--- config.mk ---
export PLATFORM = sky130hd
export DESIGN_NAME = w_order_scheduler
export DESIGN_NICKNAME = d
export VERILOG_FILES = /design/src/rtl/w_order_scheduler.sv
export SDC_FILE = /design/constraint.sdc
export NUM_CORES = 1
export LEC_CHECK = 0
export ABC_CLOCK_PERIOD_IN_PS = 11400
export CORE_AREA = 2 2 66 99
export CTS_BUF_LIST = sky130_fd_sc_hd__clkbuf_4
export DETAILED_ROUTE_END_ITERATION = 16
export DIE_AREA = 0 0 68 101
export PLACE_DENSITY = 0.72
export REMOVE_ABC_BUFFERS = 1
export SETUP_SLACK_MARGIN = 0.1
export SYNTH_ARGS = -nofsm -noshare
export SYNTH_HDL_FRONTEND = slang
export SYNTH_SLANG_ARGS = --single-unit
--- constraint.sdc ---
create_clock -name clk -period 11.4 [get_ports clk]
set_clock_uncertainty 0.15 [all_clocks]
set_input_delay 1.71 -clock clk [delete_from_list [all_inputs] [get_ports clk]]
set_output_delay 1.71 -clock clk [all_outputs]
set_load 0.05 [all_outputs]
--- src/rtl/w_order_scheduler.sv ---
// rtl/w_order_scheduler.sv - W-data bus sequencer: AW order queue, burst routing, WLAST check
module w_order_scheduler #(
  parameter int N     = 2,
  parameter int M     = 2,
  parameter int DEPTH = 4,
  parameter int LOG_N = (N > 1) ? $clog2(N) : 1,
  parameter int LOG_M = (M > 1) ? $clog2(M) : 1,
  parameter int LOG_D = $clog2(DEPTH)
) (
  input  logic             clk,
  input  logic             rst,
  input  logic             aw_fire_i,
  input  logic [LOG_N-1:0] aw_src_i,
  input  logic [LOG_M-1:0] aw_dst_i,
  input  logic [7:0]       aw_len_i,
  output logic             aw_full_o,
  input  logic [N-1:0]     s_wvalid_i,
  input  logic [N-1:0]     s_wlast_i,
  output logic [N-1:0]     s_wready_o,
  output logic [LOG_N-1:0] w_sel_o,
  output logic [M-1:0]     w_dst_vld_o,
  input  logic [M-1:0]     w_dst_rdy_i,
  output logic [LOG_D:0]   occ_o,
  output logic             err_o
);

  localparam int OCC_W = LOG_D + 1;
  localparam logic [OCC_W-1:0] FULL_LVL = OCC_W'(DEPTH);

  typedef enum logic {S_IDLE, S_BURST} state_t;

  // Order queue storage: one entry per accepted AW, oldest at r_rptr
  logic [LOG_N-1:0] r_src [DEPTH];
  logic [LOG_M-1:0] r_dst [DEPTH];
  logic [7:0]       r_len [DEPTH];

  logic [LOG_D-1:0] r_wptr;
  logic [LOG_D-1:0] r_rptr;
  logic [OCC_W-1:0] r_occ;
  logic [7:0]       r_cnt;
  logic             r_err;
  logic             r_full;
  state_t           r_state;
  state_t           w_state_nxt;

  logic [LOG_N-1:0] w_head_src;
  logic [LOG_M-1:0] w_head_dst;
  logic [7:0]       w_head_len;
  logic             w_burst;
  logic             w_src_vld;
  logic             w_dst_rdy;
  logic             w_hs;
  logic             w_at_len;
  logic             w_pop;
  logic             w_push;
  logic             w_drop;
  logic             w_wlast_err;
  logic [OCC_W-1:0] w_occ_nxt;

  assign w_head_src  = r_src[r_rptr];
  assign w_head_dst  = r_dst[r_rptr];
  assign w_head_len  = r_len[r_rptr];
  assign w_burst     = (r_state == S_BURST);
  assign w_src_vld   = s_wvalid_i[w_head_src];
  assign w_dst_rdy   = w_dst_rdy_i[w_head_dst];
  assign w_hs        = w_burst & w_src_vld & w_dst_rdy;
  assign w_at_len    = (r_cnt == w_head_len);
  // The beat counter, not WLAST, decides where a burst ends
  assign w_pop       = w_hs & w_at_len;
  assign w_push      = aw_fire_i & (r_occ != FULL_LVL);
  assign w_drop      = aw_fire_i & (r_occ == FULL_LVL);
  assign w_wlast_err = w_hs & (s_wlast_i[w_head_src] != w_at_len);

  assign aw_full_o = r_full;
  assign occ_o     = r_occ;
  assign err_o     = r_err;

  // Next occupancy: a simultaneous push and pop cancel out
  always_comb begin
    w_occ_nxt = r_occ;
    case ({w_push, w_pop})
      2'b10:   w_occ_nxt = r_occ + OCC_W'(1);
      2'b01:   w_occ_nxt = r_occ - OCC_W'(1);
      default: w_occ_nxt = r_occ;
    endcase
  end

  // FSM next state and routing outputs, all derived from the registered head entry
  always_comb begin
    w_state_nxt = r_state;
    w_sel_o     = '0;
    w_dst_vld_o = '0;
    s_wready_o  = '0;
    case (r_state)
      S_IDLE: begin
        if (w_occ_nxt != '0) w_state_nxt = S_BURST;
      end
      S_BURST: begin
        w_sel_o = w_head_src;
        for (int d = 0; d < M; d++) begin
          w_dst_vld_o[d] = w_src_vld & (w_head_dst == LOG_M'(d));
        end
        for (int i = 0; i < N; i++) begin
          s_wready_o[i] = (w_head_src == LOG_N'(i)) & w_dst_rdy;
        end
        if (w_occ_nxt == '0) w_state_nxt = S_IDLE;
      end
      default: w_state_nxt = S_IDLE;
    endcase
  end

  // Control state: pointers, occupancy, beat counter, sticky error, FSM register
  always_ff @(posedge clk or posedge rst) begin
    if (rst) begin
      r_wptr  <= '0;
      r_rptr  <= '0;
      r_occ   <= '0;
      r_cnt   <= '0;
      r_err   <= 1'b0;
      r_full  <= 1'b0;
      r_state <= S_IDLE;
    end else begin
      r_state <= w_state_nxt;
      r_occ   <= w_occ_nxt;
      r_full  <= (w_occ_nxt == FULL_LVL);
      if (w_push) r_wptr <= r_wptr + LOG_D'(1);
      if (w_pop)  r_rptr <= r_rptr + LOG_D'(1);
      if (w_pop)      r_cnt <= '0;
      else if (w_hs)  r_cnt <= r_cnt + 8'd1;
      if (w_drop || w_wlast_err) r_err <= 1'b1;
    end
  end

  // Entry storage needs no reset; occupancy alone says which entries are live
  always_ff @(posedge clk) begin
    if (w_push) begin
      r_src[r_wptr] <= aw_src_i;
      r_dst[r_wptr] <= aw_dst_i;
      r_len[r_wptr] <= aw_len_i;
    end
  end

endmodule

==> metrics.yaml <==
drc: 0
regToRegSetupSlack_ns: 7.17
synth-seq-area-share: 0.631
overflow: 0
timing.hold.ws_ns: 0.401
arrival_ns: 3.52
syn-cell-area_mm2: 0.00262
crit_chain: "clkdlybuf4s50_1 > nand2_1 > mux2_4 > and2b_2 > clkdlybuf4s50_1"
grt_max_degree: 19
final-instance-count-excl-fill: 286
tightest_slew_ns: 0.714
wire_per_inst_um: 15.4
yosysTopAreaCell: "edfxtp_1"
clock_path_buffers: 2
drt_iter0_markers: 146
critPathMaxFanout: 5
post-route-period-util: 0.472
die_w_um: 68
holdCritStartpoint: "occ_o[0]"
antenna-diode-count: 0
die_y_um: 101
max_freq_ghz: 0.186
status: "completed"
synth_area_leaders: "edfxtp_1 46%, dfrtp_1 17%, mux4_2 8.6%"
crit_top_cell: "clkdlybuf4s50_1"
crit_path_top_delay_cell: "clkdlybuf4s50_1"
p_leak_nw: 1.15
max_stage_delay_ns: 0.78
worstRegToRegCells: 12
grt_pass1_vias: 1539
core_area_mm2: 0.00604
cts_root_buffer: "clkbuf_4"
clock_latency_ns: 0.38
nNetsFinal: 233
drt-vias-per-instance: 5.19
die_area_mm2: 0.00687
maxSlewHeadroom: 0.524
final_layout_size_suffix_gt1_frac: 0.146
cts_tree: "yes"
port_buffers: 28
min_path_cells: 1
worstSetupPathType: "input pin to output pin"
synth_cell_types: 38
vias: 1485
grt_use_total: 0.147
yosys_warnings: 0
min_path_type: "flip-flop to flip-flop"
grt_pass1_wl_mm: 7.12
cts_max_level: 3
initial_core_util: 0.433
antenna_found_initial: 0
power.density_mw_per_mm2: 247
dp_hpwl_mm: 3.07
path_depth: 5
cts_hold_buffers: 0
vdd_ir_drop_max_v: 0.000120
post-cts-setup-buffer-count: 0
synth_top_area_share: 0.459
max-cap-violations: 0
synth-seq-cells: 58
ios: 29
report.final.slew_viol_count: 0
fin_setup_tns_ns: 0
cp_num_buf_inv: 2
gp_congestion: 0.769
worstSetupStartpointType: "input pin"
clk_pin_slew_ns: 0.10
clkSinkCount: 58
r2r-start: "r_rptr[0]"
rows: 35
cp_top_family: "buffers and inverters"
syn-mean-instance-area_um2: 15.1
syn_inst: 174
cts_inserted_buffers: 9
worstPathRequired_ns: 9.54
placed_cells: 270
setup_viol: 0
power_uw: 767
crit_path_end_kind: "output pin"
fin_crit_ns: 5.38
rsz0062_at_grt: "no"
area_growth_pct: 18.4
dr.pass1.iters: 4
drt_wl_total_mm: 4.39
ctsResizeCount: 0
holdPathEnd: "occ_o[0]"
final_hold_viol_count: 0
r2r-end: "r_state"
postRouteAntennaNets: 0
## power by group
group,total [mW],internal (mW),switching [mW]
Clock,0.159,0.0865,0.0727
Sequential,0.318,0.278,0.0400
Combinational,0.289,0.123,0.166
Total,0.767,0.488,0.279
## per-layer routing
metal / track usage / share of wire / vias to the layer above
li1: - / - / 714
met1: 0.173 / 0.41 / 728
met2: 0.235 / 0.52 / 37
met3: 0.0413 / 0.048 / 6
met4: 0.0846 / 0.021 / 0
met5: 0 / 0 / -
## sequential cells by signal, indices dropped and copies added, names as in the netlist
name       count
occ_o          3
err_o          1
aw_full_o      1
r_dst          4
r_src          4
r_wptr         2
r_rptr         2
r_state        1
r_cnt          8
r_len         32
## kinds of logic after synthesis
family | share of synthesized area
DFF | 0.631
and+or+nand+nor | 0.105
AOI/OAI and AO/OA | 0.0478
buffers and inverters | 0.0301
xor gates and xnor gates | 0.0468
muxes | 0.104
adders and majority gates | 0.0363
## layout make-up
type	count	area, µm²
multi-input combinational	100	888
clock inverter	7	83.8
clock buffer	9	67.6
inverter	10	37.5
sequential	58	1650
timing repair buffer	28	280
tap	74	92.6
fill	512	2940
## through the flow
step	setup WS (ns)	util	area [µm²]
after global placement	6.05	0.488	2950
after floorplan	6.55	-	2580
after detailed placement	6.02	0.488	2950
final	6.02	0.513	3100
after global routing	5.98	0.513	3100
after CTS	6.02	0.513	3100
## how the worst max path moves through the flow
| stage | slack, ns | start | end |
|---|---|---|---|
| 2_1_floorplan | 6.55 | s_wvalid_i[1] | w_dst_vld_o[0] |
| 3_3_place_gp | 6.05 | w_dst_rdy_i[0] | s_wready_o[1] |
| 3_5_place_dp | 6.02 | w_dst_rdy_i[0] | s_wready_o[1] |
| 4_1_cts | 6.02 | w_dst_rdy_i[0] | s_wready_o[1] |
| 5_1_grt | 5.98 | w_dst_rdy_i[0] | s_wready_o[1] |
| 6_report | 6.02 | w_dst_rdy_i[0] | s_wready_o[1] |
## Yosys cell counts, drive strengths merged
| cell type | instances |
|---|---|
| or3b | 1 |
| mux2i | 2 |
| or2 | 2 |
| buf | 5 |
| nor2b | 1 |
| edfxtp | 40 |
| nor2 | 5 |
| o221ai | 2 |
| fa | 1 |
| o211ai | 7 |
| xor2 | 2 |
| nand4 | 2 |
| and2 | 5 |
| o311ai | 1 |
| clkbuf | 1 |
| nand3 | 2 |
| or3 | 3 |
| and3 | 2 |
| ha | 6 |
| o2111ai | 1 |
| nand2 | 16 |
| mux2 | 2 |
| mux4 | 10 |
| nor4 | 2 |
| nor3 | 3 |
| o21ai | 6 |
| and3b | 1 |
| dfrtp | 18 |
| a21o | 1 |
| and2b | 1 |
| nor3b | 1 |
| inv | 10 |
| xnor2 | 12 |
## cells in the final DEF (no fill, tap or decap), drive strengths merged, types with 2 or more instances in the layout
master         netlist  layout
nand3                2       2
o21ai                6       6
nand4                2       2
and2                 5       5
or3                  3       3
o211ai               7       7
nor4                 2       2
mux2                 2       2
clkdlybuf4s50        0      28
inv                 10      10
nor2                 5       5
nor3                 3       3
edfxtp              40      40
ha                   6       6
bufinv               0       2
xnor2               12      12
clkbuf               1       9
xor2                 2       2
mux2i                2       2
or2                  2       2
clkinv               0       4
o221ai               2       2
nand2               16      16
and3                 2       2
dfrtp               18      18
mux4                10      10
No activity file was read; power rests on OpenSTA's default activity.
